## config.mk

```make
export PLATFORM = sky130hd
export DESIGN_NAME = clkdiv_ctrl
export DESIGN_NICKNAME = d
export VERILOG_FILES = /design/src/rtl/clkdiv_ctrl.sv
export SDC_FILE = /design/constraint.sdc
export NUM_CORES = 1
export LEC_CHECK = 0
export ABC_CLOCK_PERIOD_IN_PS = 8750
export CAP_MARGIN = 20
export CORE_UTILIZATION = 67
export DETAILED_ROUTE_END_ITERATION = 6
export DONT_BUFFER_PORTS = 1
export PLACE_DENSITY = 0.83
export SYNTH_ARGS = -nofsm -noshare
export SYNTH_HDL_FRONTEND = slang
export SYNTH_SLANG_ARGS = --single-unit
```

## constraint.sdc

```tcl
create_clock -name clk -period 8.75 [get_ports clk]
set_clock_uncertainty 0.2 [all_clocks]
set_input_delay 1.3125 -clock clk [delete_from_list [all_inputs] [get_ports clk]]
set_output_delay 1.3125 -clock clk [all_outputs]
set_load 0.05 [all_outputs]
```

## src/rtl/clkdiv_ctrl.sv

```systemverilog
// clkdiv_ctrl: run-time programmable clock divider controller.
// Sequences start, stop and divisor changes so that clkout only changes on
// half-period boundaries. A new divisor arrives over a valid/ready handshake.
// Optional feature macro: CLKDIV_CTRL_EDGECNT_EN adds edge_cnt[15:0], a count
// of clkout rising edges that is cleared on every IDLE->RUN transition.
module clkdiv_ctrl #(
    parameter int WIDTH       = 32,
    parameter int DEFAULT_DIV = 1
) (
    input  logic             clk,
    input  logic             reset_n,
    input  logic             run,
    input  logic             cfg_valid,
    input  logic [WIDTH-1:0] cfg_div,
    output logic             cfg_ready,
    output logic             clkout,
    output logic             tick,
    output logic             busy
`ifdef CLKDIV_CTRL_EDGECNT_EN
    ,
    output logic [15:0]      edge_cnt
`endif
);

    typedef enum logic [1:0] {IDLE, RUN, SWITCH, STOP} state_t;

    state_t           state_reg, state_next;
    logic [WIDTH-1:0] counter_reg, counter_next;
    logic [WIDTH-1:0] div_active_reg, div_active_next;
    logic [WIDTH-1:0] div_pending_reg, div_pending_next;
    logic             pend_reg, pend_next;
    logic             clkout_reg, clkout_next;
    logic             tick_reg, tick_next;

    logic             xfer;
    logic             tc;
    logic [WIDTH-1:0] cfg_div_fixed;

    // Handshake, terminal count and zero-divisor substitution
    always_comb begin
        cfg_ready     = (state_reg == IDLE) || (state_reg == RUN);
        busy          = (state_reg != IDLE);
        xfer          = cfg_valid && cfg_ready;
        tc            = (counter_reg == div_active_reg - WIDTH'(1));
        cfg_div_fixed = (cfg_div == '0) ? WIDTH'(1) : cfg_div;
    end

    // Next-state and datapath: counting always finishes the half-period in progress
    always_comb begin
        state_next       = state_reg;
        counter_next     = counter_reg;
        div_active_next  = div_active_reg;
        div_pending_next = div_pending_reg;
        pend_next        = pend_reg;
        clkout_next      = clkout_reg;
        tick_next        = 1'b0;

        case (state_reg)
            IDLE: begin
                counter_next = '0;
                clkout_next  = 1'b0;
                // A transfer delays the start by one cycle so the new divisor is in place first
                if (xfer) begin
                    div_active_next = cfg_div_fixed;
                end else if (run) begin
                    state_next = RUN;
                end
            end
            RUN: begin
                if (tc) begin
                    counter_next = '0;
                    clkout_next  = ~clkout_reg;
                    tick_next    = 1'b1;
                end else begin
                    counter_next = counter_reg + WIDTH'(1);
                end
                if (xfer) begin
                    div_pending_next = cfg_div_fixed;
                    pend_next        = 1'b1;
                end
                if (!run) begin
                    state_next = STOP;
                end else if (xfer) begin
                    state_next = SWITCH;
                end
            end
            SWITCH: begin
                if (tc) begin
                    counter_next    = '0;
                    clkout_next     = ~clkout_reg;
                    tick_next       = 1'b1;
                    div_active_next = div_pending_reg;
                    pend_next       = 1'b0;
                    state_next      = run ? RUN : STOP;
                end else begin
                    counter_next = counter_reg + WIDTH'(1);
                    if (!run) begin
                        state_next = STOP;
                    end
                end
            end
            STOP: begin
                // Low phase can be cut short safely; a high phase must run to its full length
                if (!clkout_reg) begin
                    counter_next = '0;
                    state_next   = IDLE;
                end else if (tc) begin
                    counter_next = '0;
                    clkout_next  = 1'b0;
                    tick_next    = 1'b1;
                    state_next   = IDLE;
                end else begin
                    counter_next = counter_reg + WIDTH'(1);
                end
                if ((state_next == IDLE) && pend_reg) begin
                    div_active_next = div_pending_reg;
                    pend_next       = 1'b0;
                end
            end
            default: begin
                state_next = IDLE;
            end
        endcase
    end

    // State and datapath registers
    always_ff @(posedge clk or negedge reset_n) begin
        if (!reset_n) begin
            state_reg       <= IDLE;
            counter_reg     <= '0;
            div_active_reg  <= WIDTH'(DEFAULT_DIV);
            div_pending_reg <= '0;
            pend_reg        <= 1'b0;
            clkout_reg      <= 1'b0;
            tick_reg        <= 1'b0;
        end else begin
            state_reg       <= state_next;
            counter_reg     <= counter_next;
            div_active_reg  <= div_active_next;
            div_pending_reg <= div_pending_next;
            pend_reg        <= pend_next;
            clkout_reg      <= clkout_next;
            tick_reg        <= tick_next;
        end
    end

    assign clkout = clkout_reg;
    assign tick   = tick_reg;

`ifdef CLKDIV_CTRL_EDGECNT_EN
    logic [15:0] edge_cnt_reg;

    // Rising-edge counter, restarted each time the divider starts from IDLE
    always_ff @(posedge clk or negedge reset_n) begin
        if (!reset_n) begin
            edge_cnt_reg <= '0;
        end else if ((state_reg == IDLE) && (state_next == RUN)) begin
            edge_cnt_reg <= '0;
        end else if (!clkout_reg && clkout_next) begin
            edge_cnt_reg <= edge_cnt_reg + 16'd1;
        end
    end

    assign edge_cnt = edge_cnt_reg;
`endif

endmodule

```

==> impl_metrics.env, run 1 <==
export IMPL_critical_path_top_delay_family="simple AND/OR/NAND/NOR gates"
export IMPL_critical_path_max_stage_delay_ns=0.81
export IMPL_report_final_hold_viol_count=0
export IMPL_die_width_um=98.1
export IMPL_cts_buffer_depth=2
export IMPL_min_setup_slack_post_route_ns=4.27
export IMPL_timing_critical_path_required_ns=8.76
export IMPL_htree_num_levels=3
export IMPL_area_growth_syn_to_layout_pct=3.88
export IMPL_number_of_global_route_vias_before_repair=4408
export IMPL_synth_ff_latch_count=101
export IMPL_fin_setup_tns_ns=0
export IMPL_cts_tree="built"
export IMPL_die_area_um2=9630
export IMPL_routedWlPerCell_um=19.3
export IMPL_power_ir_vdd_worst_mv=0.349
export IMPL_min_delay_path_class="flop to flop"
export IMPL_crit_path_end_kind="flop"
export IMPL_cp_start_kind="flop"
export IMPL_cellLeakagePower_nw=2.62
export IMPL_yosysWarningCount=0
export IMPL_multi_input_area_um2=3490
export IMPL_dpl_worst_slack_ns=4.29
export IMPL_drv_slew=0
export IMPL_rsz_0062_raised_after_global_routing="false"
export IMPL_maxCapViolations=0
export IMPL_vias=4471
export IMPL_initialDrtViolationCount=201
export IMPL_synthesis_instances=592
export IMPL_ctsResizeCount=0
export IMPL_critPathSlowestCell="sky130_fd_sc_hd__nand2_1"
export IMPL_synth_seq_area_share_pct=40.8
export IMPL_grt_pass1_wl_mm=22.4
export IMPL_io_pins=40
export IMPL_placement_rows=34
export IMPL_cts_root_buffer_cell="sky130_fd_sc_hd__clkbuf_8"
export IMPL_post_synth_num_cell_types=66
export IMPL_top_cells_by_area_in_the_synthesized_netlist="sky130_fd_sc_hd__dfrtp_1 40%, sky130_fd_sc_hd__mux2_2 11%, sky130_fd_sc_hd__mux2_4 5.8%, sky130_fd_sc_hd__xor2_1 5.0%, sky130_fd_sc_hd__xnor2_1 4.7%"
export IMPL_cts_hold_fix_buffers=0
export IMPL_postRouteAntennaNets=0
export IMPL_power_per_cell_area_nw_per_um2=308
export IMPL_final_period_minus_worst_setup_slack_ns=4.48
export IMPL_criticalPathCategory="flop to flop"
export IMPL_antenna_found_initial=0
export IMPL_chipHeight_um=98.1
export IMPL_critical_path_cell_chain="nor4_2 > nand4_1 > or4_1 > a21bo_1 > a22oi_2 > nand4_2 > or4b_1 > nand2_1 > nor2_1"
export IMPL_crit_path_start="div_active_reg[8]"
export IMPL_clk_pin_slew_worst_paths_ns=0.10
export IMPL_synthesis_nets=636
export IMPL_cp_buffers_inverters=0
export IMPL_postPlaceCellArea_um2=6230
export IMPL_stdcell_area_um2=6430
export IMPL_holdCritStartpoint="div_pending_reg[12]"
export IMPL_grtUsageTotal_pct=29.7
export IMPL_grt_max_degree=102
export IMPL_async_flop_share_pct=100
export IMPL_status="complete, no violations"
export IMPL_post_synth_top_count_cell="sky130_fd_sc_hd__dfrtp_1"
export IMPL_post_drt_via_cell_ratio=6.45
export IMPL_floorplan_core_area_um2=8850
export IMPL_layout_area_seq_um2=2530
export IMPL_relSlewSlack_pct=32.0
export IMPL_synthDominantCellAreaShare_pct=40.4
export IMPL_setup_fix_bufs_post_cts=0
export IMPL_worst_skew_pair_late_latency_ns=0.38
export IMPL_yosys_top_cells_count="100 x sky130_fd_sc_hd__dfrtp_1, 64 x sky130_fd_sc_hd__nor2_1, 59 x sky130_fd_sc_hd__mux2_2, 35 x sky130_fd_sc_hd__xor2_1, 33 x sky130_fd_sc_hd__xnor2_1"
export IMPL_final_layout_size_suffix_gt1_share_pct=19.8
export IMPL_cts_buffers=9
export IMPL_synth_top_cell_by_area="sky130_fd_sc_hd__dfrtp_1"
export IMPL_ys_dominant_reg_cell="sky130_fd_sc_hd__dfrtp_1"
export IMPL_final_net_count=624
export IMPL_num_fill_cells=635
export IMPL_floorplan_initialDensity_pct=70.0
export IMPL_post_synth_edffs=0
export IMPL_reg_to_reg_startpoint="div_active_reg[8]"
export IMPL_globalplace_congestion=0.996
export IMPL_synth_cell_area_um2=6190
export IMPL_drt_total_wl_mm=13.4
export IMPL_max_freq_ghz=0.223
export IMPL_grt_ovfl_total=0
export IMPL_place_detailed_hpwl_mm=9.72
export IMPL_drt_pass1_iter_count=7
export IMPL_timing_final_setup_violations=0
export IMPL_synth_avg_cell_area_um2=10.5
export IMPL_drc=0
export IMPL_path_max_fanout=31
export IMPL_port_buffers=0
export IMPL_cts_sink_count=101
export IMPL_post_route_period_util_pct=51.2
export IMPL_worst_slew_pin_transition_ns=1.02
export IMPL_worst_endpoint_arrival_ns=4.49
export IMPL_number_of_antenna_cells_inserted=0
-- final timing paths --
kind	end	slack, ns	depth (start not counted)
worst max register to register	counter_reg[30]	4.27	9
max in group asynchronous	div_active_reg[0]	7.64	0
worst min register to register	div_pending_reg[12]	0.32	1
worst min-delay path	div_pending_reg[12]	0.32	1
min in group asynchronous	counter_reg[6]	0.41	0
worst max-delay path	counter_reg[30]	4.27	9
-- metrics by stage --
stage          hold slack, ns  util [%]  power [mW]  instances
2_1_floorplan           0.266         -        1.52        592
4_1_cts                 0.318      72.7        1.98        693
3_3_place_gp            0.282      70.4        1.65        677
5_1_grt                 0.330      72.7        2.09        693
6_report                0.316      72.7        1.98        693
3_5_place_dp            0.293      70.4        1.68        677
-- layout by cell type (no fill, tap or decap), types with 3 or more instances in the layout --
cell type	netlist	routed
sky130_fd_sc_hd__a211oi_1	5	5
sky130_fd_sc_hd__a21oi_1	9	9
sky130_fd_sc_hd__a31oi_1	6	6
sky130_fd_sc_hd__and3_1	6	6
sky130_fd_sc_hd__buf_4	0	3
sky130_fd_sc_hd__clkbuf_8	0	9
sky130_fd_sc_hd__dfrtp_1	100	100
sky130_fd_sc_hd__ha_1	8	8
sky130_fd_sc_hd__inv_1	15	15
sky130_fd_sc_hd__mux2_1	3	3
sky130_fd_sc_hd__mux2_2	59	59
sky130_fd_sc_hd__mux2_4	24	24
sky130_fd_sc_hd__mux2i_1	17	17
sky130_fd_sc_hd__nand2_1	29	29
sky130_fd_sc_hd__nand2b_1	4	4
sky130_fd_sc_hd__nand3_1	13	13
sky130_fd_sc_hd__nand4_1	20	20
sky130_fd_sc_hd__nor2_1	64	63
sky130_fd_sc_hd__nor2b_1	7	7
sky130_fd_sc_hd__nor3_1	18	18
sky130_fd_sc_hd__nor4_1	22	22
sky130_fd_sc_hd__o21a_1	3	3
sky130_fd_sc_hd__o21ai_0	9	9
sky130_fd_sc_hd__o21ai_1	4	4
sky130_fd_sc_hd__or3_1	7	7
sky130_fd_sc_hd__or4_1	4	4
sky130_fd_sc_hd__xnor2_1	33	33
sky130_fd_sc_hd__xor2_1	35	35
-- logic make-up (layout without fill, tap and decap cells) --
kind of cell,after synthesis,count (layout),synth area share (%)
buffers and inverters,41,34,2.95
and+or+nand+nor,213,213,18.7
xor gates and xnor gates,68,68,9.62
adders and majority gates,8,8,1.62
AOI/OAI and AO/OA,58,58,6.43
muxes,103,103,19.8
DFF,101,101,40.8
-- layout make-up --
| class | instances | share of cell area, % |
|---|---|---|
| Clock buffer | 9 | 1.93 |
| Clock inverter | 7 | 1.17 |
| Inverter | 15 | 0.875 |
| Multi-Input combinational cell | 450 | 54.3 |
| Sequential cell | 101 | 39.3 |
| Tap cell | 108 | 2.10 |
| Timing Repair Buffer | 3 | 0.350 |
-- power breakdown --
group	internal [mW]	leakage (nW)	total, mW	switching, mW
clock	0.112	0.102	0.293	0.181
combinational	0.451	1.25	0.856	0.405
sequential	0.629	1.27	0.832	0.203
total	1.19	2.62	1.98	0.789
-- layer usage --
metal	part of all wire [%]	global-route usage (%)	up-vias
li1	-	-	2112
met1	46	42.9	2194
met2	46	46.1	153
met3	6.5	6.08	12
met4	1.2	7.58	0
met5	0	0	-
No activity file was read; power rests on OpenSTA's default activity.
==> run 2: changes to the inputs <==
Settings changed: ABC_CLOCK_PERIOD_IN_PS 8750 to 4100, CORE_UTILIZATION 67 to 58, PLACE_DENSITY 0.83 to 0.76.
Clock period 8.75 ns to 4.1 ns, I/O delays scaled along.
==> impl_metrics.env, run 2 (synthesized netlist as in run 1, its figures left out) <==
export IMPL_status="complete, no violations"
export IMPL_fraction_of_power_spent_switching_nets_pct=38.3
export IMPL_place_detailed_hpwl_mm=9.91
export IMPL_final_layout_size_suffix_gt1_share_pct=21.1
export IMPL_die_area_um2=11100
export IMPL_chipHeight_um=105
export IMPL_floorplan_initialDensity_pct=60.0
export IMPL_cts_sink_count=101
export IMPL_die_width_um=105
export IMPL_power_sequential_fraction_pct=40.0
export IMPL_holdPathStages=1
export IMPL_grtUsageTotal_pct=26.1
export IMPL_cellLeakagePower_nw=2.70
export IMPL_timing_final_setup_violations=0
export IMPL_crit_path_end_kind="flop"
export IMPL_reg_to_reg_startpoint="div_active_reg[3]"
export IMPL_post_drt_via_cell_ratio=6.08
export IMPL_initialDrtViolationCount=485
export IMPL_port_buffers=0
export IMPL_fin_setup_tns_ns=0
export IMPL_intPower_mw=2.71
export IMPL_path_max_fanout=32
export IMPL_max_freq_ghz=0.256
export IMPL_power_share_clock_pct=16.0
export IMPL_grt_ovfl_total=0
export IMPL_min_delay_path_class="primary input to flop"
export IMPL_power_ir_vdd_worst_mv=0.543
export IMPL_final_period_minus_worst_setup_slack_ns=3.91
export IMPL_area_growth_syn_to_layout_pct=6.99
export IMPL_post_route_period_util_pct=95.3
export IMPL_holdCritStartpoint="cfg_div[20]"
export IMPL_min_to="div_pending_reg[20]"
export IMPL_final_net_count=635
export IMPL_worst_skew_pair_late_latency_ns=0.38
export IMPL_drc=0
export IMPL_placed_cells=714
export IMPL_crit_reg2reg_capture="div_active_reg[3]"
export IMPL_antenna_found_initial=0
export IMPL_cp_start_kind="flop"
export IMPL_grt_max_degree=102
export IMPL_report_final_hold_viol_count=0
export IMPL_number_of_global_route_vias_before_repair=4416
export IMPL_worst_endpoint_arrival_ns=3.98
export IMPL_drv_slew=0
export IMPL_drt_pass1_iter_count=5
export IMPL_ff2ff_setup_slack_ns=0.19
export IMPL_final_common_cell="sky130_fd_sc_hd__dfrtp_1"
export IMPL_worst_slew_pin_transition_ns=0.603
export IMPL_timing_reg2reg_worst_path_depth=12
export IMPL_relSlewSlack_pct=59.4
export IMPL_comb_power_share_pct=43.9
export IMPL_timing_critical_path_required_ns=4.17
export IMPL_drt_total_wl_mm=13.4
export IMPL_cts_root_buffer_cell="sky130_fd_sc_hd__clkbuf_8"
export IMPL_power_per_cell_area_nw_per_um2=663
export IMPL_criticalPathCategory="flop to flop"
export IMPL_placement_rows=37
export IMPL_postRouteAntennaNets=0
export IMPL_io_pins=40
export IMPL_htree_num_levels=3
export IMPL_routedWlPerCell_um=18.3
export IMPL_mostFrequentLayoutCells="100 x sky130_fd_sc_hd__dfrtp_1, 63 x sky130_fd_sc_hd__nor2_1, 59 x sky130_fd_sc_hd__mux2_2, 35 x sky130_fd_sc_hd__xor2_1, 33 x sky130_fd_sc_hd__xnor2_1"
export IMPL_globalplace_congestion=0.914
export IMPL_number_of_antenna_cells_inserted=0
export IMPL_grt_pass1_wl_mm=22.5
export IMPL_rsz_0062_raised_after_global_routing="false"
export IMPL_p_sw_mw=1.68
export IMPL_floorplan_core_area_um2=10300
export IMPL_cts_buffers=9
export IMPL_layout_cells_excl_fill=732
export IMPL_cts_tree="built"
export IMPL_clk_pin_slew_worst_paths_ns=0.10
export IMPL_vias=4453
export IMPL_cts_buffer_depth=2
export IMPL_maxCapViolations=0
==> run 2: cell types whose count changed in the layout (fill, tap and decap cells not counted), moves of 2 or more <==
cell / before / now
sky130_fd_sc_hd__buf_4: 3 / 10
sky130_fd_sc_hd__bufinv_16: 0 / 2
sky130_fd_sc_hd__clkinv_8: 2 / 0
sky130_fd_sc_hd__buf_12: 0 / 2
==> run 2: how the worst max path moves through the flow <==
| stage | from | endpoint | slack [ns] | cells past startpoint |
|---|---|---|---|---|
| detailed placement | div_active_reg[3] | div_active_reg[3] | 0.21 | 12 |
| global placement | div_active_reg[3] | div_active_reg[3] | 0.27 | 12 |
| CTS | div_active_reg[3] | div_active_reg[3] | 0.19 | 12 |
| finish | div_active_reg[3] | div_active_reg[3] | 0.19 | 12 |
| global route | div_active_reg[16] | div_active_reg[3] | 0.07 | 11 |
| floorplan | div_active_reg[0] | div_active_reg[10] | 0.57 | 13 |
==> run 2: routing by layer <==
metal	track usage (%)	wire, um
met1	38.0	6540
met2	39.1	5930
met3	4.08	624
met4	10.3	314
met5	0	0
==> run 2: final cells by class <==
class / instances / area [um2]
Fill cell: 830 / 3700
Multi-Input combinational cell: 450 / 3500
Sequential cell: 101 / 2530
Tap cell: 136 / 170
Timing Repair Buffer: 14 / 153
Clock buffer: 10 / 128
Clock inverter: 6 / 93.8
Inverter: 15 / 56.3
==> run 2: power by group through the flow <==
stage	logic, mW	registers (mW)	clock network, mW
final	1.93	1.76	0.704
after detailed placement	1.89	1.77	0
after global routing	2.08	1.82	0.749
after global placement	1.85	1.74	0
after CTS	1.93	1.75	0.718
after floorplan	1.66	1.58	0
==> run 2: critical path, stage by stage (launching register included) <==
cell and delay [ns]:
sky130_fd_sc_hd__dfrtp_1 0.46, sky130_fd_sc_hd__or4_1 0.62, sky130_fd_sc_hd__buf_4 0.19, sky130_fd_sc_hd__nor4_1 0.35, sky130_fd_sc_hd__nand4_1 0.25, sky130_fd_sc_hd__xnor2_1 0.20, sky130_fd_sc_hd__mux2i_1 0.08, sky130_fd_sc_hd__a21oi_1 0.38
sky130_fd_sc_hd__nor4b_4 0.08, sky130_fd_sc_hd__buf_4 0.18, sky130_fd_sc_hd__o21ai_4 0.17, sky130_fd_sc_hd__buf_12 0.26, sky130_fd_sc_hd__mux2_1 0.36
==> run 2: per-stage QoR <==
stage	power (mW)	setup WS [ns]	instance area [um2]	utilization, %	hold WS [ns]
after floorplan	3.24	0.568	6190	-	0.119
after global placement	3.58	0.273	6360	61.6	0.124
after detailed placement	3.67	0.211	6360	61.6	0.123
after CTS	4.39	0.192	6620	64.1	0.161
after global routing	4.65	0.0683	6630	64.2	0.161
final	4.40	0.192	6630	64.2	0.176
==> run 2: what timing repair did <==
| item | 4_1_cts | 5_1_grt |
|---|---|---|
| gates resized for setup | 0 | 1 |
| hold endpoints to repair | 101 | 0 |
| buffers inserted | 0 | 0 |
| hold buffers | 2 | 0 |
| endpoints found under the setup margin | 0 | 26 |
==> run 3: changes to the inputs <==
Settings changed: GPL_TIMING_DRIVEN set to 0.
==> impl_metrics.env, run 3 (synthesized netlist as in run 1, its figures left out) <==
export IMPL_status="complete, no violations"
export IMPL_power_ir_vdd_worst_mv=0.395
export IMPL_holdCritStartpoint="cfg_div[31]"
export IMPL_report_final_hold_viol_count=0
export IMPL_grt_max_degree=102
export IMPL_placement_rows=37
export IMPL_floorplan_core_area_um2=10300
export IMPL_timing_final_setup_violations=0
export IMPL_chipHeight_um=105
export IMPL_crit_path_end_kind="flop"
export IMPL_drc=0
export IMPL_die_width_um=105
export IMPL_reg_to_reg_startpoint="div_active_reg[3]"
export IMPL_multi_input_area_um2=3510
export IMPL_cts_sink_count=101
export IMPL_num_fill_cells=833
export IMPL_min_to="div_pending_reg[31]"
export IMPL_layout_cells_excl_fill=748
export IMPL_postPlaceCellArea_um2=6360
export IMPL_criticalPathCategory="flop to flop"
export IMPL_final_layout_size_suffix_gt1_share_pct=21.1
export IMPL_cts_root_buffer_cell="sky130_fd_sc_hd__clkbuf_8"
export IMPL_cp_start_kind="flop"
export IMPL_power_per_cell_area_nw_per_um2=651
export IMPL_cts_tree="built"
export IMPL_min_setup_slack_post_route_ns=0.167
export IMPL_maxCapViolations=0
export IMPL_final_net_count=651
export IMPL_path_max_fanout=10
export IMPL_grt_ovfl_total=0
export IMPL_number_of_antenna_cells_inserted=0
export IMPL_drt_pass1_iter_count=4
export IMPL_number_of_global_route_vias_before_repair=4645
export IMPL_overall_power_of_the_completed_layout_mw=4.32
export IMPL_die_area_um2=11100
export IMPL_critical_path_max_stage_delay_ns=0.63
export IMPL_routedWlPerCell_um=18.2
export IMPL_post_route_period_util_pct=95.9
export IMPL_clk_pin_slew_worst_paths_ns=0.10
export IMPL_timing_critical_path_required_ns=4.17
export IMPL_cellLeakagePower_nw=2.69
export IMPL_max_freq_ghz=0.254
export IMPL_worst_slew_pin_transition_ns=0.689
export IMPL_timing_reg2reg_worst_path_depth=10
export IMPL_area_growth_syn_to_layout_pct=7.03
export IMPL_hold_ws_ns=0.173
export IMPL_worst_endpoint_arrival_ns=4.01
export IMPL_place_detailed_hpwl_mm=10.2
export IMPL_final_common_cell="sky130_fd_sc_hd__dfrtp_1"
export IMPL_holdPathStages=1
export IMPL_final_period_minus_worst_setup_slack_ns=3.93
export IMPL_crit_reg2reg_capture="counter_reg[29]"
export IMPL_cts_buffers=9
export IMPL_vias=4517
export IMPL_dpl_worst_slack_ns=-0.223
export IMPL_floorplan_initialDensity_pct=60.0
export IMPL_postRouteAntennaNets=0
export IMPL_placed_cells=728
export IMPL_worst_skew_pair_late_latency_ns=0.38
export IMPL_htree_num_levels=3
export IMPL_grt_pass1_wl_mm=22.7
export IMPL_critPathSlowestCell="sky130_fd_sc_hd__or4b_4"
export IMPL_globalplace_congestion=0.914
export IMPL_cts_buffer_depth=2
export IMPL_initialDrtViolationCount=240
export IMPL_drv_slew=0
export IMPL_grtUsageTotal_pct=26.5
export IMPL_rsz_0062_raised_after_global_routing="false"
export IMPL_ff2ff_setup_slack_ns=0.17
export IMPL_port_buffers=0
export IMPL_drt_total_wl_mm=13.6
export IMPL_layout_area_seq_um2=2530
export IMPL_stdcell_area_um2=6630
export IMPL_min_delay_path_class="primary input to flop"
export IMPL_post_drt_via_cell_ratio=6.04
export IMPL_relSlewSlack_pct=54.0
export IMPL_io_pins=40
export IMPL_critical_path_cell_chain="nor4_4 > nand4_1 > or4_1 > a21bo_1 > a22oi_2 > nand4_2 > or4b_4 > nand2_1 > buf_2 > nor2_1"
export IMPL_antenna_found_initial=0
export IMPL_mostFrequentLayoutCells="100 x sky130_fd_sc_hd__dfrtp_1, 64 x sky130_fd_sc_hd__nor2_1, 59 x sky130_fd_sc_hd__mux2_2, 35 x sky130_fd_sc_hd__xor2_1, 33 x sky130_fd_sc_hd__xnor2_1"
==> run 3: changes by cell type in the layout (fill, tap and decap cells not counted), moves of 2 or more <==
cell	change
sky130_fd_sc_hd__buf_2	+5
sky130_fd_sc_hd__buf_1	+3
sky130_fd_sc_hd__clkbuf_1	+13
sky130_fd_sc_hd__buf_12	-2
sky130_fd_sc_hd__bufinv_16	-2
sky130_fd_sc_hd__buf_4	-8
sky130_fd_sc_hd__buf_6	+3
==> run 3: per-stage QoR <==
step                      utilization [%]  setup TNS [ns]
after floorplan                         -               0
after global placement               61.6          -10.42
after detailed placement             61.6           -8.66
after CTS                            63.9               0
after global routing                 64.2               0
final                                64.2               0
==> run 3: timing repair <==
item	4_1_cts	5_1_grt
pin swaps	1	0
setup buffers	2	0
resized for setup	2	5
hold buffers	2	0
hold endpoints to repair	101	0
endpoints found under the setup margin	62	58
gates cloned	0	0
==> run 3: final cells by class <==
class                           instances  share of cell area (%)
Clock buffer                            9                    1.87
Inverter                               15                   0.850
Multi-Input combinational cell        450                    53.0
Clock inverter                          7                   0.831
Timing Repair Buffer                    4                   0.793
Sequential cell                       101                    38.2
Tap cell                              136                    2.57
Buffer                                 26                    1.93
==> run 3: routing by layer <==
metal	share of wire [%]	up-vias	global-route usage (%)
li1	-	2176	-
met1	47	2225	35.5
met5	0	-	0
met4	2.3	0	9.36
met3	3.9	20	4.82
met2	47	96	43.1
==> run 3: power by group <==
| part | leakage (nW) | internal [mW] | switching [mW] |
|---|---|---|---|
| Sequential | 1.27 | 1.34 | 0.344 |
| Combinational | 1.33 | 1.02 | 1.01 |
| Clock | 0.0919 | 0.228 | 0.366 |
==> run 3: worst max-delay path by stage <==
stage	from	endpoint	slack, ns
floorplan	div_active_reg[0]	div_active_reg[10]	0.57
global placement	div_active_reg[0]	div_active_reg[26]	-0.26
detailed placement	div_active_reg[0]	div_active_reg[30]	-0.22
CTS	div_active_reg[1]	counter_reg[3]	0.01
global route	div_active_reg[0]	counter_reg[29]	0.0005
finish	div_active_reg[3]	counter_reg[29]	0.17
==> run 3: worst max-delay path, delay by kind of cell (launching register included) <==
kind,cells,cell delay [ns]
and+or+nand+nor,7,2.48
AOI/OAI and AO/OA,2,0.39
buffers and inverters,1,0.25
DFF,1,0.49
